--- src/rtl/rom32_arbiter.sv ---
// Round-robin arbiter sharing one registered-address 32-bit boot ROM between
// an instruction-fetch port and a data-load port, with address range and alignment checks.
module rom32_arbiter #(
   parameter int unsigned DEPTH     = 512,
   parameter logic [31:0] BASE_ADDR = 32'h0000_0000
) (
   input  logic                       i_clk,
   input  logic                       i_rst_n,
   input  logic                       i_ibus_req,
   input  logic [31:0]                i_ibus_addr,
   output logic                       o_ibus_ack,
   output logic                       o_ibus_err,
   output logic [31:0]                o_ibus_data,
   input  logic                       i_dbus_req,
   input  logic [31:0]                i_dbus_addr,
   output logic                       o_dbus_ack,
   output logic                       o_dbus_err,
   output logic [31:0]                o_dbus_data,
   output logic [$clog2(DEPTH)-1:0]   o_rom_addr,
   input  logic [31:0]                i_rom_data
);

   localparam int unsigned ADDR_WIDTH = $clog2(DEPTH);
   localparam logic [29:0] DEPTH_W    = 30'(DEPTH);
   localparam logic [29:0] BASE_W     = BASE_ADDR[31:2];

   typedef enum logic {
      OWN_IBUS = 1'b0,
      OWN_DBUS = 1'b1
   } owner_e;

   logic                  busy_q;
   owner_e                owner_q;
   logic                  err_q;
   owner_e                last_q;
   logic [ADDR_WIDTH-1:0] rom_addr_q, rom_addr_d;

   logic [29:0]           iword, dword;
   logic                  idec_err, ddec_err;
   logic                  acking_i, acking_d;
   logic                  elig_i, elig_d;
   logic                  gnt_valid;
   owner_e                gnt_owner;
   logic                  gnt_err;
   logic [ADDR_WIDTH-1:0] gnt_idx;

   // BASE_ADDR is word aligned, so the word offset is exact on the upper address bits
   assign iword    = i_ibus_addr[31:2] - BASE_W;
   assign dword    = i_dbus_addr[31:2] - BASE_W;
   assign idec_err = (i_ibus_addr[1:0] != 2'b00) || (iword >= DEPTH_W);
   assign ddec_err = (i_dbus_addr[1:0] != 2'b00) || (dword >= DEPTH_W);

   always_comb begin
      acking_i  = busy_q && (owner_q == OWN_IBUS);
      acking_d  = busy_q && (owner_q == OWN_DBUS);
      elig_i    = i_ibus_req && !acking_i;
      elig_d    = i_dbus_req && !acking_d;
      gnt_valid = elig_i || elig_d;
      gnt_owner = OWN_IBUS;
      if (elig_i && elig_d) begin
         gnt_owner = (last_q == OWN_IBUS) ? OWN_DBUS : OWN_IBUS;
      end else if (elig_d) begin
         gnt_owner = OWN_DBUS;
      end
      gnt_err    = (gnt_owner == OWN_DBUS) ? ddec_err : idec_err;
      gnt_idx    = (gnt_owner == OWN_DBUS) ? dword[ADDR_WIDTH-1:0] : iword[ADDR_WIDTH-1:0];
      rom_addr_d = gnt_valid ? gnt_idx : rom_addr_q;
   end

   assign o_rom_addr = rom_addr_d;

   always_ff @(posedge i_clk) begin
      if (!i_rst_n) begin
         busy_q     <= 1'b0;
         owner_q    <= OWN_IBUS;
         err_q      <= 1'b0;
         last_q     <= OWN_DBUS;
         rom_addr_q <= '0;
      end else begin
         busy_q     <= gnt_valid;
         rom_addr_q <= rom_addr_d;
         if (gnt_valid) begin
            owner_q <= gnt_owner;
            err_q   <= gnt_err;
            last_q  <= gnt_owner;
         end
      end
   end

   // Acks are masked while reset is held so an access caught by reset never completes
   assign o_ibus_ack  = busy_q && (owner_q == OWN_IBUS) && i_rst_n;
   assign o_dbus_ack  = busy_q && (owner_q == OWN_DBUS) && i_rst_n;
   assign o_ibus_err  = o_ibus_ack && err_q;
   assign o_dbus_err  = o_dbus_ack && err_q;
   assign o_ibus_data = (o_ibus_ack && !err_q) ? i_rom_data : '0;
   assign o_dbus_data = (o_dbus_ack && !err_q) ? i_rom_data : '0;

endmodule
--- config.mk ---
export PLATFORM = sky130hd
export DESIGN_NAME = rom32_arbiter
export DESIGN_NICKNAME = d
export VERILOG_FILES = /design/src/rtl/rom32_arbiter.sv
export SDC_FILE = /design/constraint.sdc
export NUM_CORES = 1
export LEC_CHECK = 0
export BUFFER_PORTS_ARGS = -buffer_cell sky130_fd_sc_hd__buf_2
export CAP_MARGIN = 20
export CORE_MARGIN = 10
export CORE_UTILIZATION = 25
export DETAILED_ROUTE_END_ITERATION = 16
export HOLD_SLACK_MARGIN = 0.02
export PLACE_DENSITY = 0.76
export REMOVE_ABC_BUFFERS = 1
export SETUP_SLACK_MARGIN = 0.4
export SLEW_MARGIN = 0
export SYNTH_ARGS = -nofsm -noshare
export SYNTH_HDL_FRONTEND = slang
export SYNTH_SLANG_ARGS = --single-unit
--- constraint.sdc ---
create_clock -name i_clk -period 5.1 [get_ports i_clk]
set_clock_uncertainty 0.15 [all_clocks]
set_input_delay 1.02 -clock i_clk [delete_from_list [all_inputs] [get_ports i_clk]]
set_output_delay 1.02 -clock i_clk [all_outputs]
set_load 0.03 [all_outputs]
==> results_dict.tcl, run 1 <==
set metrics [dict create \
    max_stage_delay_ns 0.64 \
    grt_pass1_vias 1794 \
    maxCapViolations 0 \
    synthCells 163 \
    drtIter0Drc 40 \
    die_area_mm2 0.007880 \
    crit_fanout 32 \
    clock.fmax_mhz 280.0 \
    synth_flop_cell "dfxtp_1" \
    rows 24 \
    fin_tns_setup_ns 0 \
    wl_um 5944 \
    place_inst 382 \
    vdd_drop_max_mv 0.1341 \
    yosysTopAreaCellShare_pct 34.92 \
    ant_nets 0 \
    post-cts-setup-buffers 0 \
    crit_required_ns 3.93 \
    syn_area_mm2 0.001182 \
    synth_fa_ha_area_share_pct 0 \
    htreeDepth 1 \
    die_h_um 88.77 \
    synth_edf_count 0 \
    root_buffer "clkbuf_8" \
    synth_top_family_by_area "simple AND/OR/NAND/NOR gates" \
    status "complete, no violations" \
    antenna_found_initial 0 \
    postSynthAreaPerCell_um2 7.254 \
    post-route-util_pct 47.43 \
    crit_family "simple AND/OR/NAND/NOR gates" \
    synth_mux_area_share_pct 0.8466 \
    critical_path.cell_chain "buf_2 -> and3_1 -> and2b_1 -> and2_1 -> buf_2" \
    startpoint_type "input port" \
    synth_top_area_cell "and2_1" \
    drv_slew 0 \
    final_cells 386 \
    drt-pass1-iter-count 4 \
    cts_repair_resize_count 0 \
    worstPathArrival_ns 2.40 \
    detail_route.wl_per_cell_um 15.40 \
    hpwl_um 5266 \
    path_common_cell "buf_2" \
    synth-xor-area-share_pct 0 \
    cts_buffers 3 \
    synth_seq_cells 13 \
    floorplan.core_area_mm2 0.004474 \
    syn_to_final_growth_pct 79.47 \
    synth-simple-area-share_pct 57.14 \
    hold_buffers 0 \
    critical_path_class "in -> out" \
    synth_cell_types 29 \
    io_pins 177 \
    rsz0062_at_grt "false" \
    powerDensity_mw_per_mm2 173.6 \
    grt_pass1_wl_um 8790 \
    grt_start_max_net_pins 33 \
    ctsLongestPathBuffers 2 \
    yosysMostFrequentCell "and2_1" \
    numPortBuffers 176 \
    yosysSeqAreaShare_pct 22.01 \
    maxSlewHeadroom_pct 48.08 \
    period_share_pct 70.02 \
    synth_compound_area_share_pct 15.03 \
    antenna_cells 0 \
    dieWidth_um 88.77 \
    via_per_inst 4.554 \
    grtUsageTotal_pct 14.01 \
    drc 0 \
    layout-drive-gt1-share_pct 55.39 \
    overflow 0 \
    nets 435 \
    crit_slowest_cell "and2b_1" \
    cp_num_buf_inv 2 \
    yosys-top-cells-area "and2_1, dfxtp_1, nand2_1" \
    end_kind "output pin" \
    clkLatencyLatePin_ns 0.24 \
    highest-signal-layer "met4" \
    async_flop_share_pct 0 \
    gp_congestion 0.7710 \
    setup-violations-final 0 \
    start_util_pct 26.43 \
    fin_crit_ns 3.571 \
    cts_tree "yes" \
    wl_met2_um 3056 \
    m1WireLength_um 2167 \
    synthTopCellsByCount "and2_1, nand2_1, dfxtp_1, a21oi_1, nor4_1" \
    yosysWarnings 0 \
    leakage_nw 1.325 \
    clk_pin_slew_ns 0.05 \
    clock_sinks 13 \
    hold_path_class "reg -> reg" \
    hold_viol 0 \
    wl_met3_um 689 \
    vias 1758 \
    worst_pin_slew_ns 0.7788 \
]
-- stage by stage --
stage                     cell area, µm²  total power, mW  hold slack (ns)  setup WS (ns)
after global routing                2122           0.3925           0.4070          1.354
after global placement              2077           0.2773           0.3594          1.580
after detailed placement            2077           0.2803           0.3698          1.489
after CTS                           2122           0.3754           0.3833          1.493
final                               2122           0.3683           0.3758          1.529
after floorplan                     1131           0.2087           0.3470          1.731
-- area by class of cell --
type	instances	area, µm²
tap	52	65.06
clock buffer	4	45.04
fill	441	2352
sequential	13	260.3
multi-input combinational	139	863.3
timing repair buffer	176	880.8
inverter	2	7.507
-- where the power goes --
part	internal (mW)	switching, mW
clock network	0.0552	0.0369
registers	0.111	0.00562
logic	0.0643	0.0951
total	0.231	0.138
-- cells in the final DEF (no fill, tap or decap), types with 2 or more instances in the layout --
master    instances
nor4_1           10
and2_1           66
a21oi_1          10
nand4_1           2
a22oi_1           9
nand2_1          21
nor2_1            2
inv_1             2
nor3_1            2
and3_1            3
clkbuf_8          3
buf_2           176
dfxtp_1          13
-- worst min-delay path: stages (launching register included) --
cell and delay, ns:
dfxtp_1 0.30, a22oi_1 0.07, a21oi_1 0.11
-- cell families (layout without fill, tap and decap cells) --
kind of cell	count (synthesis)	after routing
flops	13	13
compound gates	24	24
buf+inv	11	182
mux	1	1
simple gates	114	114
-- metal layers --
metal  GRT usage, %  vias to the layer above
met5              0                        -
met4          2.643                        0
met3          6.250                        5
met2          26.99                       95
met1          13.40                      764
li1               -                      894
-- registers in the layout, summed over array words and instances (netlist names) --
| register | cells |
|---|---|
| busy_q | 1 |
| err_q | 1 |
| last_q | 1 |
| owner_q | 1 |
| rom_addr_q | 9 |
-- worst paths after layout --
path,from,cells past startpoint,slack [ns],end
max,i_rst_n,5,1.53,o_dbus_data[30]
max reg2reg,owner_q$_SDFFE_PN0N_,4,3.39,rom_addr_q[8]$_SDFF_PN0_
min reg2reg,rom_addr_q[4]$_SDFF_PN0_,2,0.38,rom_addr_q[4]$_SDFF_PN0_
min,rom_addr_q[4]$_SDFF_PN0_,2,0.38,rom_addr_q[4]$_SDFF_PN0_
Note: power is estimated with default switching activity, not from simulation.
==> inputs of run 2 (changes only) <==
==> constraint.sdc (replaced) <==
create_clock -name i_clk -period 3.4 [get_ports i_clk]
set_clock_uncertainty 0.15 [all_clocks]
set_input_delay 0.68 -clock i_clk [delete_from_list [all_inputs] [get_ports i_clk]]
set_output_delay 0.68 -clock i_clk [all_outputs]
set_load 0.03 [all_outputs]
==> run 2 against run 1 <==
Effect of this change:
- hold slack better by 0.0057 ns
- clock-buffer cell count unchanged
- clock power up 52%
- non-clock buffer count up 1
- via count up 0.97%
- power up 51%
- highest routed layer unchanged
==> results_dict.tcl, run 2 (same netlist as run 1, synthesis figures left out) <==
set metrics [dict create \
    post-cts-setup-buffers 0 \
    hold_viol 0 \
    dieWidth_um 88.77 \
    clock_sinks 13 \
    drc 0 \
    vdd_drop_max_mv 0.2138 \
    min-delay-start "rom_addr_q[3]$_SDFF_PN0_" \
    highest-signal-layer "met4" \
    period_share_pct 82.02 \
    powerDensity_mw_per_mm2 260.9 \
    status "complete, no violations" \
    layout-drive-gt1-share_pct 55.52 \
    clkLatencyLatePin_ns 0.25 \
    p_comb_share_pct 43.1 \
    floorplan.core_area_mm2 0.004474 \
    setup-violations-final 0 \
    seqPwrFrac_pct 31.7 \
    maxCapViolations 0 \
    hold_buffers 0 \
    m1WireLength_um 2132 \
    cts_tree "yes" \
    nets 436 \
    via_per_inst 4.587 \
    hold_path_class "reg -> reg" \
    cts_buffers 3 \
    largest_register_ffs 9 \
    crit_fanout 11 \
    cts_repair_resize_count 0 \
    critPathLaunch "i_ibus_req" \
    io_pins 177 \
    ctsLongestPathBuffers 2 \
    clock.fmax_mhz 358.6 \
    p_int_uw 346.4 \
    hpwl_um 5241 \
    numPortBuffers 176 \
    wl_met3_um 772 \
    wl_um 5926 \
    layout_common_cells "buf_2, and2_1, nand2_1" \
    ant_nets 0 \
    antenna_cells 0 \
    clk_pin_slew_ns 0.05 \
    top_register "rom_addr_q" \
    r2r_start "owner_q$_SDFFE_PN0N_" \
    switchingPower_uw 209.1 \
    grtUsageTotal_pct 13.77 \
    die_area_mm2 0.007880 \
    leakage_nw 1.331 \
    fin_tns_setup_ns 0 \
    total_power_uw 555.5 \
    p_clk_share_pct 25.3 \
    critical_path_class "in -> out" \
    wl_met2_um 2957 \
    end_kind "output pin" \
    root_buffer "clkbuf_8" \
    rsz0062_at_grt "false" \
    drtIter0Drc 63 \
    switching_share_pct 37.64 \
    detail_route.wl_per_cell_um 15.31 \
    gp_congestion 0.7369 \
    startpoint_type "input port" \
    drt-pass1-iter-count 4 \
    grt_start_max_net_pins 33 \
    vias 1775 \
    start_util_pct 26.43 \
    htreeDepth 1 \
    crit_required_ns 2.57 \
    worstPathArrival_ns 1.96 \
    grt_pass1_wl_um 8735 \
    overflow 0 \
    layout_commonest_cell "buf_2" \
    n_fill_cell 461 \
    drv_slew 0 \
    worst_pin_slew_ns 0.4420 \
    syn_to_final_growth_pct 80.11 \
    rows 24 \
    fin_crit_ns 2.789 \
    antenna_found_initial 0 \
    maxSlewHeadroom_pct 70.53 \
    die_h_um 88.77 \
    grt_pass1_vias 1813 \
]
[run 2: cell types whose count changed in the layout (fill, tap and decap cells not counted), sizes merged]
cell  change
buf       +1
[run 2: area by class of cell]
| cell class | count | area, µm² | area share (%) |
|---|---|---|---|
| Clock buffer | 4 | 45.04 | 2.115 |
| Inverter | 2 | 7.507 | 0.3525 |
| Multi-Input combinational cell | 139 | 863.3 | 40.54 |
| Sequential cell | 13 | 260.3 | 12.22 |
| Tap cell | 52 | 65.06 | 3.055 |
| Timing Repair Buffer | 177 | 888.4 | 41.72 |
[run 2: path summary, 6_finish.rpt]
check,end,slack [ns],cells after the start
max,o_rom_addr[1],0.61,6
min,rom_addr_q[3]$_SDFF_PN0_,0.38,2
max reg2reg,rom_addr_q[1]$_SDFF_PN0_,1.67,4
min reg2reg,rom_addr_q[3]$_SDFF_PN0_,0.38,2
[run 2: through the flow]
step	hold WS [ns]	cells	worst slack, ns	instance area, µm²	util (%)
global route	0.4050	387	0.4725	2130	47.60
detailed placement	0.3737	383	0.6048	2085	46.59
global placement	0.3676	383	0.6779	2085	46.59
finish	0.3815	387	0.6115	2130	47.60
CTS	0.3895	387	0.6050	2130	47.60
floorplan	0.3470	154	0.7106	1131	-
[run 2: per-layer routing]
| metal | track usage (%) | vias up |
|---|---|---|
| met5 | 0 | - |
| met4 | 2.937 | 0 |
| met3 | 6.618 | 9 |
| met1 | 13.39 | 768 |
| met2 | 25.73 | 97 |
| li1 | - | 901 |
[run 2: power groups by stage]
stage | combinational, mW | sequential [mW] | clock [mW]
6_report | 0.239 | 0.176 | 0.140
5_1_grt | 0.262 | 0.178 | 0.152
4_1_cts | 0.242 | 0.176 | 0.143
3_5_place_dp | 0.241 | 0.179 | 0
3_3_place_gp | 0.237 | 0.179 | 0
2_1_floorplan | 0.137 | 0.177 | 0
[run 2: worst max-delay path, cell delays in order]
cell	delay, ns
buf_2	0.14
mux2i_1	0.27
a21o_1	0.41
a22oi_1	0.17
nand2_1	0.09
buf_2	0.19
==> inputs of run 3 (changes only) <==
--- a/config.mk
+++ b/config.mk
@@ -5,13 +5,14 @@
 export SDC_FILE = /design/constraint.sdc
 export NUM_CORES = 1
 export LEC_CHECK = 0
+export ABC_AREA = 1
 export BUFFER_PORTS_ARGS = -buffer_cell sky130_fd_sc_hd__buf_2
 export CAP_MARGIN = 20
 export CORE_MARGIN = 10
 export CORE_UTILIZATION = 25
 export DETAILED_ROUTE_END_ITERATION = 16
 export HOLD_SLACK_MARGIN = 0.02
-export PLACE_DENSITY = 0.76
+export PLACE_DENSITY = 0.75
 export REMOVE_ABC_BUFFERS = 1
 export SETUP_SLACK_MARGIN = 0.4
 export SLEW_MARGIN = 0
==> constraint.sdc (replaced) <==
create_clock -name i_clk -period 2.3 [get_ports i_clk]
set_clock_uncertainty 0.15 [all_clocks]
set_input_delay 0.46 -clock i_clk [delete_from_list [all_inputs] [get_ports i_clk]]
set_output_delay 0.46 -clock i_clk [all_outputs]
set_load 0.03 [all_outputs]
==> run 3 against run 2 <==
Effect of this change:
- combinational power grew 140%
- non-clock buffer count is 18 higher
- global-route usage is 0.12 points higher
- core utilization increased by 14 points
- synthesized area grew 14%
- design area increased by 49%
- hold slack lost 0.062 ns
- critical endpoint is now o_dbus_data[10]
==> results_dict.tcl, run 3 <==
set metrics [dict create \
    max_stage_delay_ns 0.37 \
    synth_fa_ha_area_share_pct 0 \
    yosysSeqAreaShare_pct 19.31 \
    cts_buffers 3 \
    fin_tns_setup_ns 0 \
    syn_to_final_growth_pct 134.7 \
    period_share_pct 93.33 \
    fin_crit_ns 2.147 \
    layout-drive-gt1-share_pct 63.74 \
    pre_cts_ws_ns 0.2398 \
    critical_path_class "reg -> out" \
    cp_num_buf_inv 3 \
    start_util_pct 26.05 \
    via_per_inst 4.437 \
    dieWidth_um 93.42 \
    htreeDepth 1 \
    yosysMostFrequentCell "nor2_1" \
    setup-violations-final 0 \
    crit_fanout 16 \
    syn_area_mm2 0.001348 \
    synth_cell_types 23 \
    powerDensity_mw_per_mm2 329.2 \
    ctsLongestPathBuffers 2 \
    worst_pin_slew_ns 0.2872 \
    io_pins 177 \
    post-route-util_pct 61.15 \
    wl_um 8515 \
    vdd_drop_max_mv 0.3810 \
    synthCells 243 \
    hold_viol 0 \
    layout_common_cells "buf_2, nor2_1, inv_1, buf_6, buf_4" \
    yosys-top-cells-area "nor2_1, dfxtp_1, inv_1" \
    synth_compound_area_share_pct 1.207 \
    vias 2232 \
    rows 26 \
    worstPathArrival_ns 1.54 \
    grt_start_max_net_pins 33 \
    numPortBuffers 176 \
    hold_ws_ns 0.3197 \
    synth_edf_count 0 \
    grtUsageTotal_pct 13.89 \
    synth_mux_area_share_pct 0 \
    synth_seq_cells 13 \
    crit_slowest_cell "dfxtp_4" \
    drv_slew 0 \
    hold_buffers 0 \
    synthTopCellsByCount "nor2_1, inv_1, nand2_1, nand3_1, dfxtp_1" \
    end_kind "output pin" \
    antenna_cells 0 \
    top_register "rom_addr_q" \
    die_area_mm2 0.008726 \
    startpoint_type "register" \
    die_h_um 93.42 \
    setup_slack_ns 0.1535 \
    synth_flop_cell "dfxtp_1" \
    antenna_found_initial 0 \
    total_power_mw 1.041 \
    clock.fmax_mhz 465.9 \
    hpwl_um 5607 \
    drtIter0Drc 70 \
    cts_tree "yes" \
    largest_register_ffs 9 \
    detail_route.wl_per_cell_um 16.93 \
    root_buffer "clkbuf_8" \
    synth_top_area_cell "nor2_1" \
    status "complete, no violations" \
    crit_family "simple AND/OR/NAND/NOR gates" \
    overflow 0 \
    hold_path_class "reg -> reg" \
    yosysWarnings 0 \
    drt-pass1-iter-count 4 \
    rsz0062_at_grt "true" \
    clock_sinks 13 \
    floorplan.core_area_mm2 0.005172 \
    nets 534 \
    layout_commonest_cell "buf_2" \
    leakage_nw 1.831 \
    drc 0 \
    async_flop_share_pct 0 \
    critical_path.cell_chain "inv_4 -> nor3_4 -> nand2_4 -> buf_12 -> nor2_1 -> buf_4" \
    gp_congestion 0.8505 \
    maxCapViolations 0 \
    grt_pass1_wl_um 10050 \
    synth_top_family_by_area "simple AND/OR/NAND/NOR gates" \
    clk_pin_slew_ns 0.05 \
    synth-simple-area-share_pct 58.59 \
    yosysTopAreaCellShare_pct 25.91 \
    clkLatencyLatePin_ns 0.25 \
    postSynthAreaPerCell_um2 5.545 \
    synth-xor-area-share_pct 0 \
    crit_required_ns 1.69 \
    maxSlewHeadroom_pct 80.68 \
    ant_nets 0 \
    grt_pass1_vias 2106 \
]
==> run 3: worst paths after layout <==
check / from / end / slack (ns) / cells past startpoint
setup / recovery: owner_q$_SDFFE_PN0N_ / o_dbus_data[10] / 0.15 / 6
hold / removal: err_q$_SDFFE_PN0N_ / err_q$_SDFFE_PN0N_ / 0.32 / 2
setup reg to reg: owner_q$_SDFFE_PN0N_ / rom_addr_q[8]$_SDFF_PN0_ / 0.73 / 10
hold reg to reg: err_q$_SDFFE_PN0N_ / err_q$_SDFFE_PN0N_ / 0.32 / 2
==> run 3: power by group <==
group	internal [mW]	switching, mW
Clock	0.123	0.0832
Sequential	0.246	0.0129
Combinational	0.249	0.328
==> run 3: logic make-up after synthesis <==
family / Yosys count
flip-flops: 13
AO/OA/AOI/OAI: 2
buffers and inverters: 59
AND/OR/NAND/NOR: 169
==> run 3: layout make-up <==
class	instances	area, µm²
fillers	444	2009
repair buffers	195	1471
multi-input cells	171	1091
flip-flops and latches	13	267.8
inverters	50	200.2
well taps	70	87.58
clock buffers	4	45.04
==> run 3: metal layers <==
layer | GRT usage, % | routed length, µm | vias to the layer above
li1 | - | - | 1086
met1 | 13.22 | 2807 | 1001
met2 | 27.38 | 4700 | 136
met3 | 4.716 | 902 | 9
met4 | 3.599 | 104 | 0
met5 | 0 | 0 | -
==> run 3: stage by stage <==
step,instances,cell area [µm²]
3_3_place_gp,484,2255
2_1_floorplan,234,1256
3_5_place_dp,484,2255
4_1_cts,492,2591
5_1_grt,503,3163
6_report,503,3163
==> run 3: worst min-delay path, delay by kind of cell, from the launching register on <==
family / cells / cell delay, ns
flip-flops: 1 / 0.31
AND/OR/NAND/NOR: 2 / 0.11
==> run 3: what timing repair did <==
| action | in CTS | in global routing |
|---|---|---|
| gates cloned | 0 | 5 |
| gates resized for setup | 95 | 117 |
| setup endpoints to repair | 74 | 74 |
| buffers inserted | 4 | 6 |
| pin swaps | 1 | 10 |
